<file path="src/rtl/irrigation_pkg.sv">
// Shared encodings for the irrigation mode encoder: display codes, moisture
// levels, the state type and the sensor-to-candidate priority rule.
package irrigation_pkg;

   localparam logic [1:0] CODE_IDLE      = 2'b00;
   localparam logic [1:0] CODE_SPRINKLER = 2'b01;
   localparam logic [1:0] CODE_DRIP      = 2'b10;
   localparam logic [1:0] CODE_NO_AUTH   = 2'b11;

   localparam logic [1:0] MOIST_SATURATED = 2'b00;
   localparam logic [1:0] MOIST_MOIST     = 2'b01;
   localparam logic [1:0] MOIST_DRY       = 2'b10;
   localparam logic [1:0] MOIST_VERY_DRY  = 2'b11;

   // State encoding is the display code, so the outputs are the state bits.
   typedef enum logic [1:0] {
      ST_IDLE      = CODE_IDLE,
      ST_SPRINKLER = CODE_SPRINKLER,
      ST_DRIP      = CODE_DRIP,
      ST_LOCKOUT   = CODE_NO_AUTH
   } state_t;

   function automatic logic [1:0] candidate_code(
      input logic [1:0] moisture,
      input logic       tank_low,
      input logic       tank_empty,
      input logic       enable
   );
      logic [1:0] code;
      code = CODE_IDLE;
      if (tank_empty || !enable)
         code = CODE_NO_AUTH;
      else if (moisture == MOIST_VERY_DRY)
         code = tank_low ? CODE_DRIP : CODE_SPRINKLER;
      else if (moisture == MOIST_DRY)
         code = CODE_DRIP;
      return code;
   endfunction

endpackage

</file>
<file path="src/rtl/irrigation_encoder_sync2.sv">
// Two-flop synchroniser for a bundle of independent asynchronous inputs.
module sync2 #(
   parameter int W = 1
) (
   input  logic         i_clk,
   input  logic         i_reset,
   input  logic [W-1:0] i_d,
   output logic [W-1:0] o_q
);

   logic [W-1:0] r_meta;
   logic [W-1:0] r_sync;

   always_ff @(posedge i_clk) begin
      if (i_reset) begin
         r_meta <= '0;
         r_sync <= '0;
      end else begin
         r_meta <= i_d;
         r_sync <= r_meta;
      end
   end

   assign o_q = r_sync;

endmodule

</file>
<file path="src/rtl/irrigation_encoder.sv">
// Irrigation mode encoder: synchronised sensor inputs, persistence filter and
// minimum-dwell timer feeding a registered 2-bit mode code; lockout bypasses both.
module irrigation_encoder
   import irrigation_pkg::*;
#(
   parameter int STABLE_CYCLES = 4,
   parameter int MIN_HOLD      = 16
) (
   input  logic       clk,
   input  logic       reset,
   input  logic [1:0] moisture,
   input  logic       tank_low,
   input  logic       tank_empty,
   input  logic       enable,
   output logic       bit0,
   output logic       bit1,
   output logic       code_change
);

   localparam int SW = (STABLE_CYCLES > 1) ? $clog2(STABLE_CYCLES) : 1;
   localparam int HW = $clog2(MIN_HOLD + 1);
   localparam logic [SW-1:0] STAB_MAX  = SW'(STABLE_CYCLES - 1);
   localparam logic [HW-1:0] HOLD_LOAD = HW'(MIN_HOLD);

   logic [4:0]    w_raw;
   logic [4:0]    w_sync;
   logic [1:0]    w_cand;
   logic [SW-1:0] w_stab_next;
   logic          w_stable;
   logic          w_lockout;
   logic          w_normal;

   state_t        r_state;
   logic [1:0]    r_prev_cand;
   logic [SW-1:0] r_stab_cnt;
   logic [HW-1:0] r_hold;
   logic          r_change;

   assign w_raw = {enable, tank_empty, tank_low, moisture};

   sync2 #(.W(5)) u_sync (
      .i_clk   (clk),
      .i_reset (reset),
      .i_d     (w_raw),
      .o_q     (w_sync)
   );

   assign w_cand = candidate_code(w_sync[1:0], w_sync[2], w_sync[3], w_sync[4]);

   // Counter saturates at STABLE_CYCLES-1, reached on the STABLE_CYCLES-th identical edge.
   always_comb begin
      w_stab_next = '0;
      if (w_cand == r_prev_cand)
         w_stab_next = (r_stab_cnt == STAB_MAX) ? r_stab_cnt : r_stab_cnt + 1'b1;
   end

   assign w_stable  = (w_stab_next == STAB_MAX);
   assign w_lockout = (w_cand == CODE_NO_AUTH) && (r_state != ST_LOCKOUT);
   assign w_normal  = (w_cand != CODE_NO_AUTH) && (w_cand != r_state) &&
                      w_stable && (r_hold == '0);

   always_ff @(posedge clk) begin
      if (reset) begin
         r_state     <= ST_IDLE;
         r_prev_cand <= CODE_IDLE;
         r_stab_cnt  <= '0;
         r_hold      <= '0;
         r_change    <= 1'b0;
      end else begin
         r_prev_cand <= w_cand;
         r_stab_cnt  <= w_stab_next;
         r_change    <= 1'b0;
         if (w_lockout || w_normal) begin
            r_state  <= state_t'(w_cand);
            r_hold   <= HOLD_LOAD;
            r_change <= 1'b1;
         end else if (r_hold != '0) begin
            r_hold <= r_hold - 1'b1;
         end
      end
   end

   assign bit1        = r_state[1];
   assign bit0        = r_state[0];
   assign code_change = r_change;

endmodule

</file>
<file path="config.mk">
export PLATFORM = sky130hd
export DESIGN_NAME = irrigation_encoder
export DESIGN_NICKNAME = d
export VERILOG_FILES = /design/src/rtl/irrigation_pkg.sv /design/src/rtl/irrigation_encoder_sync2.sv /design/src/rtl/irrigation_encoder.sv
export SDC_FILE = /design/constraint.sdc
export NUM_CORES = 1
export LEC_CHECK = 0
export CORE_MARGIN = 8
export CORE_UTILIZATION = 40
export CTS_BUF_LIST = sky130_fd_sc_hd__clkbuf_4
export CTS_CLUSTER_SIZE = 20
export DETAILED_ROUTE_END_ITERATION = 7
export PLACE_DENSITY_LB_ADDON = 0.12
export RECOVER_POWER = 50
export SKIP_LAST_GASP = 1
export SYNTH_ARGS = -nofsm -noshare
export SYNTH_HDL_FRONTEND = slang
export SYNTH_HIERARCHICAL = 1
export SYNTH_SLANG_ARGS = --single-unit
</file>
<file path="constraint.sdc">
create_clock -name clk -period 1.8 [get_ports clk]
set_input_delay 0.36 -clock clk [delete_from_list [all_inputs] [get_ports clk]]
set_output_delay 0.36 -clock clk [all_outputs]
set_load 0.01 [all_outputs]
</file>
# Word level (Yosys, flattened, before mapping)
# Cells that the tools add are included.
[totals]
register_bits = 22
latchBits = 0
ram_bits = 0
mem_bits_ro = 0
input_bits = 7
out_inout_bits = 3
word_cells = 39
mem_count = 0
[op_classes]
n_addsub = 2
n_mul = 0
n_div = 0
magnitude_cmp = 0
eq_ne = 9
n_shift = 0
n_mux = 9
bitwise_logic = 0
n_reduce_logical = 11
[op_table]
columns = ["cell", "count"]
rows = [
  ["$mux W2", 6],
  ["$eq A2 B2 Y1 const B", 5],
  ["$mux W5", 2],
  ["$logic_not A5 Y1", 1],
  ["$reduce_bool A5 Y1", 1],
  ["$sub A5 B1 Y5 const B", 1],
  ["$logic_and A1 B1 Y1", 4],
  ["$ne A2 B2 Y1 const B", 2],
  ["$add A2 B1 Y2 const B", 1],
  ["$eq A2 B2 Y1", 1],
  ["$logic_or A1 B1 Y1", 2],
  ["$ne A2 B2 Y1", 1],
  ["$reduce_bool A2 Y1", 1],
  ["$reduce_or A2 Y1", 1],
  ["$logic_not A1 Y1", 1],
  ["$mux W1", 1],
]

# Logic depth before layout (Yosys ltp)
[logic_depth]
ltp_word = 11
depth_mapped = 6
depth_no_buf = 6

# Hierarchy
# Netlist, hierarchy kept.
[by_module_without_submodules]
columns = ["module", "instances", "cells_each", "area_per_inst_um2", "seq_area_each_um2"]
rows = [
  ["irrigation_encoder", 1, 63, 616.8, 240.2],
  ["sync2", 1, 20, 262.8, 200.2],
]

# Worst setup path before layout
# Ideal clock, no wire load.
[synth_path]
path_type = "register -> register"
from = "register r_hold[0]"
to = "register r_state[0]"
setup_time_ns = 0.121
arrival_ns = 1.713
required_ns = 1.679
path_slack_ns = -0.034
path_stages_with_launch = 7
n_path_buf = 0
period_less_slack_ns = 1.834
path_cell_list = "dfxtp_1 inv_1 ha_1 nor4b_4 nand3_2 o31ai_4 mux2_4"
[synth_via]
elab_chain_len = 3
[synth_lines]
columns = ["element", "line_no", "text"]
rows = [
  ["from (decl)", "irrigation_encoder.sv:36", "logic [HW-1:0] r_hold;"],
  ["from (signal assigned)", "irrigation_encoder.sv:78", "r_hold <= r_hold - 1'b1;"],
  ["$logic_not A5 Y1", "irrigation_encoder.sv:60", "w_stable && (r_hold == '0);"],
  ["$logic_and A1 B1 Y1", "irrigation_encoder.sv:60", ""],
  ["$logic_or A1 B1 Y1", "irrigation_encoder.sv:73", "if (w_lockout || w_normal) begin"],
  ["to (signal assigned)", "irrigation_encoder.sv:74", "r_state <= state_t'(w_cand);"],
  ["to (decl)", "irrigation_encoder.sv:33", "state_t r_state;"],
]
# Every way passes these cells.
# A chain may end at the register's enable or synchronous reset.

# Worst setup path after layout
[layout_path]
from = "register r_state[0]"
to = "output port bit0"
[layout_lines]
columns = ["element", "line_no", "text"]
rows = [
  ["to (decl)", "irrigation_encoder.sv:15", "output logic bit0,"],
]
# No word-level cell between the ends.

==> metrics.cfg <==
[final_layout]
mostFrequentLayoutCell = dfxtp_1
instances_no_fill = 126
antennaDiodeCount = 0
drive_gt1_share_pct = 14.3
area_growth_pct = 21.3
layout.nets = 107
n_fill_cell = 207
final_cell_mix = 22 x dfxtp_1, 13 x nor2b_1, 8 x clkdlybuf4s50_1, 6 x nor3_1, 5 x nor2_1
final_area_um2 = 1070

[routing]
routed_wl_um = 1420
ant_nets = 0
wl_per_cell_um = 11.3
remaining_drc_errors = 0
drt-initial-drc-count = 6
drtPass1Iterations = 4
vias = 601
viasPerCell = 4.77

[timing]
tns_ns = 0
hold_viol = 0
max_slew_margin_pct = 54.6
setup_viol = 0
min_period_ns = 1.69
finalCritPeriodShare_pct = 94.2
worst_slew_pin_slew_ns = 0.681
clock.fmax_mhz = 590
final.setup_skew_ns = 0.00356
rsz0062_at_grt = false
fin_ws_ns = 0.105
drv_slew = 0

[critical_path]
cp-startpoint = r_state[0]
rr_startpoint = r_hold[0]
critPathMaxStageDelay_ns = 0.58
slowest_stage = clkdlybuf4s50_1
r2r_cells = 6
cp_max_fo = 7
cp.required_ns = 1.44
crit_path_cell_trace = clkdlybuf4s50_1
path_delay_family = buffers and inverters
worst-setup-path-type = flip-flop to output pin
path_depth = 1
end_kind = output pin
critPathBufInv = 1
crit_path_start_kind = flip-flop
arrival_ns = 1.33

[power_and_ir_drop]
total_power_mw = 1.10
p_per_area_nw_per_um2 = 1030
irDropWorstVdd_v = 0.000687
power.leakage_nw = 0.413

[worst_hold_path]
hold_path_class = flip-flop to flip-flop
holdCritStartpoint = u_sync/r_meta[2]
min_path_cells = 1

[synthesis]
ys_types = 28
yosys.area_share.simple_pct = 28.6
synth_nets = 91
muxShareOfSynthArea_pct = 3.41
yosys_warnings = 6
synth_xor_xnor_area_share_pct = 2.99
synth_compound_area_share_pct = 11.2
syn_area_um2 = 880
ys_ff_latch = 22
synthAdderAreaFrac_pct = 1.42
netlist_instances = 83
synth_top_family_by_area = simple AND/OR/NAND/NOR gates
ys_seq_area_share_pct = 50.1
syn_avg_cell_area_um2 = 10.6

[cts]
insertion_delay_ns = 0.31
cts_max_level = 1
cts-root-buf = clkbuf_4
cts_sinks = 22
clk_path_buf_depth = 2
cts_setup_buffers = 0
cts_buffers = 3
clk_pin_slew_worst_paths_ns = 0.12
cts_tree = done

[global_route]
grt_pass1_vias = 584
grt-ovfl-total = 0
antenna_found_initial = 0
grt_use_total_pct = 7.91
grt_pass1_wl_um = 2460
grt_start_max_net_pins = 18

[placement]
dp_slack_ns = 0.135
dpl_cell_area_um2 = 1010
portBuffers = 9
place.gp.congestion = 0.786
hpwl_um = 1060
placed_cells = 122

[floorplan]
initial_utilization_pct = 40.9
die_w_um = 62.9
core_um2 = 2150
fp.dieH_um = 62.9
rows = 17
io_pins = 10
die_area_um2 = 3960

[outcome]
outcome = completed

[run]
max_cap_violations = 0

[report_power, final]
part,switching [mW],internal [mW]
clock,0.147,0.225
combinational,0.0768,0.104
sequential,0.0261,0.519
[sequential cells by signal, indices dropped and copies added, names as in the netlist]
signal         flops
r_hold             5
u_sync/o_q         5
u_sync/r_meta      5
r_prev_cand        2
r_stab_cnt         2
r_state            2
code_change        1
[area by class of cell]
cell class,count,area [um2],area share (%)
repair buffers,12,109,10.2
well taps,28,35.0,3.28
inverters,2,7.51,0.703
multi-input cells,58,423,39.6
clock inverters,1,30.0,2.81
clock buffers,3,22.5,2.11
flip-flops and latches,22,440,41.3
[worst reg2reg max path: cells and delay by family (launching register included)]
family	cells	cell delay [ns]
AOI/OAI and AO/OA	1	0.27
DFF	1	0.33
buffers and inverters	1	0.08
muxes	1	0.33
and+or+nand+nor	2	0.37
adders and majority gates	1	0.21
[synth_stat cells, drive strengths merged]
library cell | count | area share [%]
nand2b | 3 | 2.1
nor4b | 1 | 2.7
nand4b | 1 | 1.0
and2b | 3 | 2.7
mux2 | 2 | 3.4
o22ai | 1 | 0.71
xnor2 | 3 | 3.0
nand3 | 2 | 1.7
a21oi | 4 | 2.3
ha | 1 | 1.4
nand2 | 3 | 1.3
a21boi | 1 | 0.85
dlymetal6s2s | 1 | 1.4
dfxtp | 22 | 50
nor3 | 6 | 3.4
o21bai | 1 | 0.85
nand3b | 1 | 0.85
o21a | 1 | 0.85
inv | 2 | 0.85
nor4 | 2 | 1.4
o21ba | 1 | 1.1
nor2b | 13 | 9.2
o31ai | 1 | 2.4
nor2 | 5 | 2.1
a31oi | 2 | 2.1
[path summary, 6_finish.rpt]
kind / endpoint / slack (ns)
setup / recovery: bit0 / 0.11
hold / removal: u_sync/o_q[2] / 0.45
setup reg to reg: r_state[1] / 0.12
hold reg to reg: u_sync/o_q[2] / 0.45
[cell families after synthesis]
group,after synthesis
xor gates and xnor gates,3
muxes,2
adders and majority gates,1
buffers and inverters,3
DFF,22
AOI/OAI and AO/OA,12
and+or+nand+nor,40
[repair_timing]
action,CTS,global route
gates resized for setup,0,1
hold buffers,0,0
setup endpoints to repair,0,1
[per-layer routing]
metal	routed length, um	vias to the layer above	global-route usage, %	part of all wire, %
li1	-	312	-	-
met1	655	273	8.17	46
met2	654	14	13.1	46
met3	91	2	4.66	6.4
met4	20	0	2.56	1.4
met5	0	-	0	0
[stage by stage]
| stage | utilization, % | hold slack, ns |
|---|---|---|
| after floorplan | - | 0.414 |
| after global placement | 47.2 | 0.421 |
| after detailed placement | 47.2 | 0.421 |
| after CTS | 49.7 | 0.451 |
| after global routing | 49.7 | 0.467 |
| final | 49.7 | 0.449 |
Power figures use the tool's default switching activity.
